===== src/rtl/multicycle_control_if.sv =====
// Control-to-datapath bundle of the multicycle CPU: instruction/status in, enables and selects out.
// Master is the controller, slave is the datapath.
interface multicycle_control_if #(
  parameter int ALU_OP_W = 4,
  parameter int CNT_W    = 32
);
  logic [5:0]          opcode;
  logic                zero;
  logic                mem_ready;
  logic                pc_en;
  logic [1:0]          pc_source;
  logic                i_or_d;
  logic                mem_read;
  logic                mem_write;
  logic                ir_write;
  logic                reg_write;
  logic                reg_dst;
  logic                mem_to_reg;
  logic                alu_src_a;
  logic [1:0]          alu_src_b;
  logic [ALU_OP_W-1:0] alu_op;
  logic                halted;
  logic                illegal;
  logic [CNT_W-1:0]    retired;

  modport master (
    input  opcode, zero, mem_ready,
    output pc_en, pc_source, i_or_d, mem_read, mem_write, ir_write, reg_write,
           reg_dst, mem_to_reg, alu_src_a, alu_src_b, alu_op, halted, illegal, retired
  );

  modport slave (
    output opcode, zero, mem_ready,
    input  pc_en, pc_source, i_or_d, mem_read, mem_write, ir_write, reg_write,
           reg_dst, mem_to_reg, alu_src_a, alu_src_b, alu_op, halted, illegal, retired
  );
endinterface


===== src/rtl/multicycle_control.sv =====
// Moore control FSM of the multicycle CPU; outputs are registered per state, 2-5 cycles per instruction.
// mem_ready low holds FETCH/MEM_RD/MEM_WR with frozen outputs; only ir_write/pc_en see mem_ready/zero live.
module multicycle_control #(
  parameter int ALU_OP_W = 4,
  parameter int CNT_W    = 32
) (
  input  logic                 clk,
  input  logic                 rst,
  multicycle_control_if.master bus
);

  typedef enum logic [3:0] {
    S_IDLE, S_FETCH, S_DECODE, S_EXEC_R, S_EXEC_I, S_WB_R, S_WB_I,
    S_MEM_ADDR, S_MEM_RD, S_MEM_WB, S_MEM_WR, S_BRANCH, S_JUMP, S_HALT
  } state_t;

  localparam logic [ALU_OP_W-1:0] OP_ADD = ALU_OP_W'(4'b0010);
  localparam logic [ALU_OP_W-1:0] OP_SUB = ALU_OP_W'(4'b0011);

  state_t              state_q, state_d;
  logic                illegal_q, illegal_d;
  logic [CNT_W-1:0]    retired_q, retired_d;
  logic                fetch_q, fetch_d;
  logic                jump_q, jump_d;
  logic                branch_q, branch_d;
  logic                branch_ne_q, branch_ne_d;
  logic                mem_read_q, mem_read_d;
  logic                mem_write_q, mem_write_d;
  logic                i_or_d_q, i_or_d_d;
  logic                reg_write_q, reg_write_d;
  logic                reg_dst_q, reg_dst_d;
  logic                mem_to_reg_q, mem_to_reg_d;
  logic                alu_src_a_q, alu_src_a_d;
  logic [1:0]          alu_src_b_q, alu_src_b_d;
  logic [ALU_OP_W-1:0] alu_op_q, alu_op_d;
  logic [1:0]          pc_source_q, pc_source_d;
  logic                halted_q, halted_d;

  logic [1:0] op_cls;
  logic [3:0] op_fn;
  logic       op_legal;

  assign op_cls = bus.opcode[5:4];
  assign op_fn  = bus.opcode[3:0];

  always_comb begin
    op_legal = 1'b0;
    unique case (op_cls)
      2'b00:   op_legal = (op_fn inside {4'd0, 4'd1, 4'd2, 4'd3, 4'd15});
      2'b01:   op_legal = !op_fn[3];
      2'b11:   op_legal = (op_fn inside {[4'd2:4'd7], 4'd9, 4'd10});
      default: op_legal = (op_fn[3:1] == 3'b000);
    endcase
  end

  // Next state, sticky illegal flag and retired-instruction counter.
  always_comb begin
    state_d   = state_q;
    illegal_d = illegal_q;
    retired_d = retired_q;
    unique case (state_q)
      S_IDLE:   state_d = S_FETCH;
      S_FETCH:  if (bus.mem_ready) state_d = S_DECODE;
      S_DECODE: begin
        if (!op_legal) begin
          state_d   = S_HALT;
          illegal_d = 1'b1;
        end else begin
          unique case (op_cls)
            2'b00: begin
              if (op_fn == 4'd15)           state_d = S_HALT;
              else if (op_fn == 4'd0)       state_d = S_FETCH;
              else if (op_fn == 4'd1)       state_d = S_JUMP;
              else                          state_d = S_BRANCH;
            end
            2'b01:   state_d = S_EXEC_R;
            2'b11:   state_d = S_EXEC_I;
            default: state_d = S_MEM_ADDR;
          endcase
        end
      end
      S_EXEC_R:   state_d = S_WB_R;
      S_EXEC_I:   state_d = S_WB_I;
      S_MEM_ADDR: state_d = bus.opcode[0] ? S_MEM_WR : S_MEM_RD;
      S_MEM_RD:   if (bus.mem_ready) state_d = S_MEM_WB;
      S_MEM_WR:   if (bus.mem_ready) state_d = S_FETCH;
      S_WB_R, S_WB_I, S_MEM_WB, S_BRANCH, S_JUMP: state_d = S_FETCH;
      S_HALT:     state_d = S_HALT;
      default:    state_d = S_IDLE;
    endcase
    if (state_d == S_FETCH && state_q != S_FETCH && state_q != S_IDLE)
      retired_d = retired_q + CNT_W'(1);
  end

  // Outputs are computed for the state being entered so they come straight from flops.
  always_comb begin
    fetch_d      = 1'b0;
    jump_d       = 1'b0;
    branch_d     = 1'b0;
    branch_ne_d  = 1'b0;
    mem_read_d   = 1'b0;
    mem_write_d  = 1'b0;
    i_or_d_d     = 1'b0;
    reg_write_d  = 1'b0;
    reg_dst_d    = 1'b0;
    mem_to_reg_d = 1'b0;
    alu_src_a_d  = 1'b0;
    alu_src_b_d  = 2'b00;
    alu_op_d     = '0;
    pc_source_d  = 2'b00;
    halted_d     = 1'b0;
    unique case (state_d)
      S_FETCH: begin
        fetch_d     = 1'b1;
        mem_read_d  = 1'b1;
        alu_src_b_d = 2'b01;
        alu_op_d    = OP_ADD;
      end
      S_DECODE: begin
        alu_src_b_d = 2'b10;
        alu_op_d    = OP_ADD;
      end
      S_EXEC_R: begin
        alu_src_a_d = 1'b1;
        alu_op_d    = ALU_OP_W'(op_fn);
      end
      S_EXEC_I: begin
        alu_src_a_d = 1'b1;
        alu_src_b_d = (op_fn == 4'b1010) ? 2'b11 : 2'b10;
        alu_op_d    = ALU_OP_W'(op_fn);
      end
      S_WB_R: reg_write_d = 1'b1;
      S_WB_I: begin
        reg_write_d = 1'b1;
        reg_dst_d   = 1'b1;
      end
      S_MEM_ADDR: begin
        alu_src_a_d = 1'b1;
        alu_src_b_d = 2'b10;
        alu_op_d    = OP_ADD;
      end
      S_MEM_RD: begin
        mem_read_d = 1'b1;
        i_or_d_d   = 1'b1;
      end
      S_MEM_WB: begin
        reg_write_d  = 1'b1;
        reg_dst_d    = 1'b1;
        mem_to_reg_d = 1'b1;
      end
      S_MEM_WR: begin
        mem_write_d = 1'b1;
        i_or_d_d    = 1'b1;
      end
      S_BRANCH: begin
        branch_d    = 1'b1;
        branch_ne_d = bus.opcode[0];
        alu_src_a_d = 1'b1;
        alu_op_d    = OP_SUB;
        pc_source_d = 2'b01;
      end
      S_JUMP: begin
        jump_d      = 1'b1;
        pc_source_d = 2'b10;
      end
      S_HALT:  halted_d = 1'b1;
      default: ;
    endcase
  end

  always_ff @(posedge clk or posedge rst) begin
    if (rst) begin
      state_q      <= S_IDLE;
      illegal_q    <= 1'b0;
      retired_q    <= '0;
      fetch_q      <= 1'b0;
      jump_q       <= 1'b0;
      branch_q     <= 1'b0;
      branch_ne_q  <= 1'b0;
      mem_read_q   <= 1'b0;
      mem_write_q  <= 1'b0;
      i_or_d_q     <= 1'b0;
      reg_write_q  <= 1'b0;
      reg_dst_q    <= 1'b0;
      mem_to_reg_q <= 1'b0;
      alu_src_a_q  <= 1'b0;
      alu_src_b_q  <= 2'b00;
      alu_op_q     <= '0;
      pc_source_q  <= 2'b00;
      halted_q     <= 1'b0;
    end else begin
      state_q      <= state_d;
      illegal_q    <= illegal_d;
      retired_q    <= retired_d;
      fetch_q      <= fetch_d;
      jump_q       <= jump_d;
      branch_q     <= branch_d;
      branch_ne_q  <= branch_ne_d;
      mem_read_q   <= mem_read_d;
      mem_write_q  <= mem_write_d;
      i_or_d_q     <= i_or_d_d;
      reg_write_q  <= reg_write_d;
      reg_dst_q    <= reg_dst_d;
      mem_to_reg_q <= mem_to_reg_d;
      alu_src_a_q  <= alu_src_a_d;
      alu_src_b_q  <= alu_src_b_d;
      alu_op_q     <= alu_op_d;
      pc_source_q  <= pc_source_d;
      halted_q     <= halted_d;
    end
  end

  // Branch condition: BEQ takes on zero, BNE on not-zero.
  assign bus.pc_en      = (fetch_q & bus.mem_ready) | jump_q | (branch_q & (bus.zero ^ branch_ne_q));
  assign bus.ir_write   = fetch_q & bus.mem_ready;
  assign bus.pc_source  = pc_source_q;
  assign bus.i_or_d     = i_or_d_q;
  assign bus.mem_read   = mem_read_q;
  assign bus.mem_write  = mem_write_q;
  assign bus.reg_write  = reg_write_q;
  assign bus.reg_dst    = reg_dst_q;
  assign bus.mem_to_reg = mem_to_reg_q;
  assign bus.alu_src_a  = alu_src_a_q;
  assign bus.alu_src_b  = alu_src_b_q;
  assign bus.alu_op     = alu_op_q;
  assign bus.halted     = halted_q;
  assign bus.illegal    = illegal_q;
  assign bus.retired    = retired_q;

endmodule


===== src/flat_wrapper.sv =====
// flat-port wrapper written by rule: the top's interface ports become plain ports
module multicycle_control_flat 
#(
  parameter int ALU_OP_W = 4,
  parameter int CNT_W    = 32
)
  (clk, rst, bus_opcode, bus_zero, bus_mem_ready, bus_pc_en, bus_pc_source, bus_i_or_d, bus_mem_read, bus_mem_write, bus_ir_write, bus_reg_write, bus_reg_dst, bus_mem_to_reg, bus_alu_src_a, bus_alu_src_b, bus_alu_op, bus_halted, bus_illegal, bus_retired);
  multicycle_control_if #(.ALU_OP_W(ALU_OP_W), .CNT_W(CNT_W)) bus_i ();
  input  logic clk;
  input  logic rst;
  input wire logic [$bits(bus_i.opcode)-1:0] bus_opcode;
  input wire logic [$bits(bus_i.zero)-1:0] bus_zero;
  input wire logic [$bits(bus_i.mem_ready)-1:0] bus_mem_ready;
  output wire logic [$bits(bus_i.pc_en)-1:0] bus_pc_en;
  output wire logic [$bits(bus_i.pc_source)-1:0] bus_pc_source;
  output wire logic [$bits(bus_i.i_or_d)-1:0] bus_i_or_d;
  output wire logic [$bits(bus_i.mem_read)-1:0] bus_mem_read;
  output wire logic [$bits(bus_i.mem_write)-1:0] bus_mem_write;
  output wire logic [$bits(bus_i.ir_write)-1:0] bus_ir_write;
  output wire logic [$bits(bus_i.reg_write)-1:0] bus_reg_write;
  output wire logic [$bits(bus_i.reg_dst)-1:0] bus_reg_dst;
  output wire logic [$bits(bus_i.mem_to_reg)-1:0] bus_mem_to_reg;
  output wire logic [$bits(bus_i.alu_src_a)-1:0] bus_alu_src_a;
  output wire logic [$bits(bus_i.alu_src_b)-1:0] bus_alu_src_b;
  output wire logic [$bits(bus_i.alu_op)-1:0] bus_alu_op;
  output wire logic [$bits(bus_i.halted)-1:0] bus_halted;
  output wire logic [$bits(bus_i.illegal)-1:0] bus_illegal;
  output wire logic [$bits(bus_i.retired)-1:0] bus_retired;
  assign bus_i.opcode = bus_opcode;
  assign bus_i.zero = bus_zero;
  assign bus_i.mem_ready = bus_mem_ready;
  assign bus_pc_en = bus_i.pc_en;
  assign bus_pc_source = bus_i.pc_source;
  assign bus_i_or_d = bus_i.i_or_d;
  assign bus_mem_read = bus_i.mem_read;
  assign bus_mem_write = bus_i.mem_write;
  assign bus_ir_write = bus_i.ir_write;
  assign bus_reg_write = bus_i.reg_write;
  assign bus_reg_dst = bus_i.reg_dst;
  assign bus_mem_to_reg = bus_i.mem_to_reg;
  assign bus_alu_src_a = bus_i.alu_src_a;
  assign bus_alu_src_b = bus_i.alu_src_b;
  assign bus_alu_op = bus_i.alu_op;
  assign bus_halted = bus_i.halted;
  assign bus_illegal = bus_i.illegal;
  assign bus_retired = bus_i.retired;
  multicycle_control #(.ALU_OP_W(ALU_OP_W), .CNT_W(CNT_W)) u_core (.clk(clk), .rst(rst), .bus(bus_i));
endmodule

===== config.mk =====
export PLATFORM = sky130hd
export DESIGN_NAME = multicycle_control_flat
export DESIGN_NICKNAME = d
export VERILOG_FILES = /design/src/rtl/multicycle_control_if.sv /design/src/rtl/multicycle_control.sv /design/src/flat_wrapper.sv
export SDC_FILE = /design/constraint.sdc
export NUM_CORES = 1
export LEC_CHECK = 0
export ABC_AREA = 1
export CAP_MARGIN = 20
export CORE_ASPECT_RATIO = 0.6
export CORE_UTILIZATION = 35
export DETAILED_ROUTE_END_ITERATION = 7
export SYNTH_ARGS = -nofsm -noshare
export SYNTH_HDL_FRONTEND = slang
export SYNTH_SLANG_ARGS = --single-unit

===== constraint.sdc =====
create_clock -name clk -period 1.85 [get_ports clk]
set_clock_uncertainty 0.05 [all_clocks]
set_input_delay 0.185 -clock clk [delete_from_list [all_inputs] [get_ports clk]]
set_output_delay 0.185 -clock clk [all_outputs]
set_load 0.01 [all_outputs]

==> flow_metrics.py <==
metrics = {
    "cts": {
        "clk_pin_slew_ns": 0.05,
        "cts_sinks": 57,
        "cts_buffer_depth": 2,
        "numCtsBuffers": 9,
        "holdBufCountCts": 0,
        "clock_latency_ns": 0.33,
        "cts-root-buf": "clkbuf_16",
        "htreeDepth": 3,
        "cts_tree": "yes",
    },
    "run_status": {
        "violations": "setup timing",
        "status": "complete, but fails checks",
    },
    "setup_path": {
        "r2r_cells": 12,
        "path_buf_inv": 3,
        "r2r_end": "u_core.bus.retired[29]",
        "critPathMaxFanout": 21,
        "worst_path_largest_cell_delay_ns": 0.41,
        "worstSetupStartpointType": "register",
        "r2r_slack_ns": -0.09,
        "timing.rr.start": "u_core.state_q[0]",
        "worst_ep_required_time_ns": 2.07,
        "crit_path_end_kind": "register",
        "path_cells": "buf_4 -> nand2_1 -> o211ai_1 -> nand3_1 -> nor2_2 -> nand2_4 -> nand2_4 -> inv_6 -> nand3_4 -> buf_12 -> nand2_1 -> nand2_1",
        "path_delay_family": "simple AND/OR/NAND/NOR gates",
        "cp.arrival_ns": 2.15,
        "slowest_stage": "dfrtp_1",
        "path_class": "register to register",
        "cpMostUsedCell": "nand2_1",
    },
    "grt": {
        "overflow": 0,
        "grt.met2_usage_pct": 27.7,
        "grt_pass1_wl_um": 17500,
        "grt_usage_pct": 22.0,
        "met1_usage_pct": 35.1,
        "grt_max_degree": 58,
        "grt_busiest_layer": "met1",
        "grtUsageMet3_pct": 5.33,
        "antenna_found_initial": 0,
        "grt_pass1_vias": 3230,
    },
    "routing": {
        "dr.first_iter.drc_count": 267,
        "routedWlPerCell_um": 15.1,
        "drc_errors": 0,
        "routed_via_density": 4.89,
        "wirelength_um": 10800,
        "detail-route-antenna-nets": 0,
        "first_pass_iters": 5,
        "vias": 3514,
    },
    "floorplan": {
        "start_util_pct": 37.3,
        "die_x_um": 132,
        "die_area_um2": 10500,
        "core_area_um2": 9460,
        "pin_count": 61,
        "chipHeight_um": 79.7,
        "rows": 27,
    },
    "power": {
        "peakVddDrop_mv": 1.06,
        "p_per_area_nw_per_um2": 1310,
        "p_leak_nw": 2.65,
        "p_total_w": 0.00684,
    },
    "placement": {
        "place_congestion": 0.916,
        "port_buffers": 60,
        "hpwl_um": 8290,
        "place_area_um2": 4840,
    },
    "layout": {
        "drive_above_1_share_pct": 32.8,
        "final_cell_mix": "nand2_1 (95), buf_4 (76), clkdlybuf4s50_1 (56)",
        "fin_nets": 595,
        "diodes": 0,
        "utilization_pct": 55.2,
        "largest_reg_flops": 32,
        "final_common_cell": "nand2_1",
        "syn2layout_area_growth_pct": 48.2,
        "finalInstanceArea_um2": 5220,
    },
    "sta": {
        "setup_viol": 37,
        "tightest_slew_ns": 0.417,
        "fin_crit_sh_pct": 105,
        "relSlewSlack_pct": 72.0,
        "hold_viol_final": 0,
        "post-route-min-period_ns": 1.94,
        "tns_ns": -1.79,
        "whs_ns": 0.138,
        "slew_violations": 0,
        "fmax_mhz": 516,
        "setup_slack_ns": -0.0889,
        "rsz0062_at_grt": "yes",
    },
    "synthesis": {
        "ys_seq_area_share_pct": 40.5,
        "synth-seq-cells": 57,
        "syn_inst": 443,
        "synth.net_count": 454,
        "ys_warn_count": 0,
        "yosysUniqueCellTypes": 35,
        "syn_area_um2": 3530,
        "synth_area_per_cell_um2": 7.96,
    },
    "min_path": {
        "hold_class": "input port to register",
        "hold_start": "bus_opcode[2]",
        "hold_end": "u_core.bus.alu_op[2]",
        "whs_path_depth": 3,
    },
    "flow_run": {
        "maxCapViolCount": 0,
    },
}
what timing repair did:
item,CTS,global route
pin swaps,1,4
hold endpoints to repair,0,0
gates resized for setup,8,19
setup endpoints to repair,44,46
setup buffers,1,3
cloned,0,0
cell usage after synthesis:
master | number | area, um^2
dfrtp_1 | 57 | 1430
nand4_1 | 45 | 282
buf_12 | 3 | 60.1
nor2_8 | 1 | 20.0
clkinv_2 | 1 | 5.00
nor4_1 | 1 | 6.26
xnor2_1 | 14 | 123
nand3_2 | 2 | 20.0
xor2_1 | 16 | 140
o21a_1 | 1 | 7.51
nand2_4 | 6 | 67.6
a211o_1 | 1 | 8.76
and2_1 | 1 | 6.26
nor3b_1 | 1 | 7.51
nand2_2 | 51 | 319
o21bai_1 | 1 | 7.51
ha_1 | 1 | 12.5
a21oi_1 | 6 | 30.0
nor2_2 | 4 | 25.0
clkinv_1 | 1 | 3.75
a31oi_1 | 1 | 6.26
inv_2 | 8 | 30.0
buf_2 | 6 | 30.0
o211ai_1 | 1 | 7.51
nand3_4 | 1 | 17.5
inv_1 | 35 | 131
o21ai_2 | 1 | 8.76
nor3_1 | 11 | 55.1
inv_6 | 1 | 8.76
o21ai_0 | 2 | 10.0
nor2_1 | 39 | 146
a21oi_2 | 2 | 17.5
nand3_1 | 20 | 100
clkbuf_1 | 3 | 11.3
nand2_1 | 98 | 368
worst max-delay path by stage:
stage	cells past startpoint	from	slack [ns]	to
6_report	12	u_core.state_q[0]	-0.09	u_core.bus.retired[29]
5_1_grt	12	u_core.state_q[0]	-0.17	u_core.bus.retired[10]
4_1_cts	14	u_core.state_q[1]	-0.04	u_core.bus.retired[29]
3_5_place_dp	12	bus_opcode[2]	-0.46	u_core.bus.alu_src_b[0]
3_3_place_gp	12	bus_opcode[2]	-0.36	u_core.bus.alu_src_b[0]
2_1_floorplan	9	u_core.bus.retired[1]	0.07	u_core.bus.retired[24]
cell families after synthesis:
logic type	Yosys count	share of synthesized area, %
simple gates	281	40.8
compound gates	16	2.95
fa+ha+maj	1	0.355
buf+inv	58	7.95
xor+xnor	30	7.45
flops	57	40.5
where the power goes:
part | leakage (nW) | internal (W) | switching (W)
Combinational | 1.75 | 0.00155 | 0.00210
Sequential | 0.769 | 0.00145 | 0.000135
Clock | 0.137 | 0.00102 | 0.000576
Total | 2.65 | 0.00403 | 0.00281
tightest hold or removal path: stages:
cell            delay (ns)
dlymetal6s2s_1        0.17
inv_1                 0.08
nor2_2                0.04
layout make-up:
type	instances	area [um^2]
Fill cell	865	4240
Sequential cell	57	1430
Clock buffer	9	225
Tap cell	130	163
Inverter	46	181
Clock inverter	6	60.1
Multi-Input combinational cell	328	1880
Timing Repair Buffer	142	1290
metrics by stage:
step	setup WS, ns	cells
3_3_place_gp	-0.360	699
2_1_floorplan	0.0739	443
4_1_cts	-0.0351	715
6_report	-0.0889	718
5_1_grt	-0.169	718
3_5_place_dp	-0.458	699
per-layer routing:
metal	up-vias	share of wire, %
met3	16	8.0
met4	0	1.2
met5	-	0
li1	1726	-
met1	1642	54
met2	130	37
Note: power is estimated with default switching activity, not from simulation.
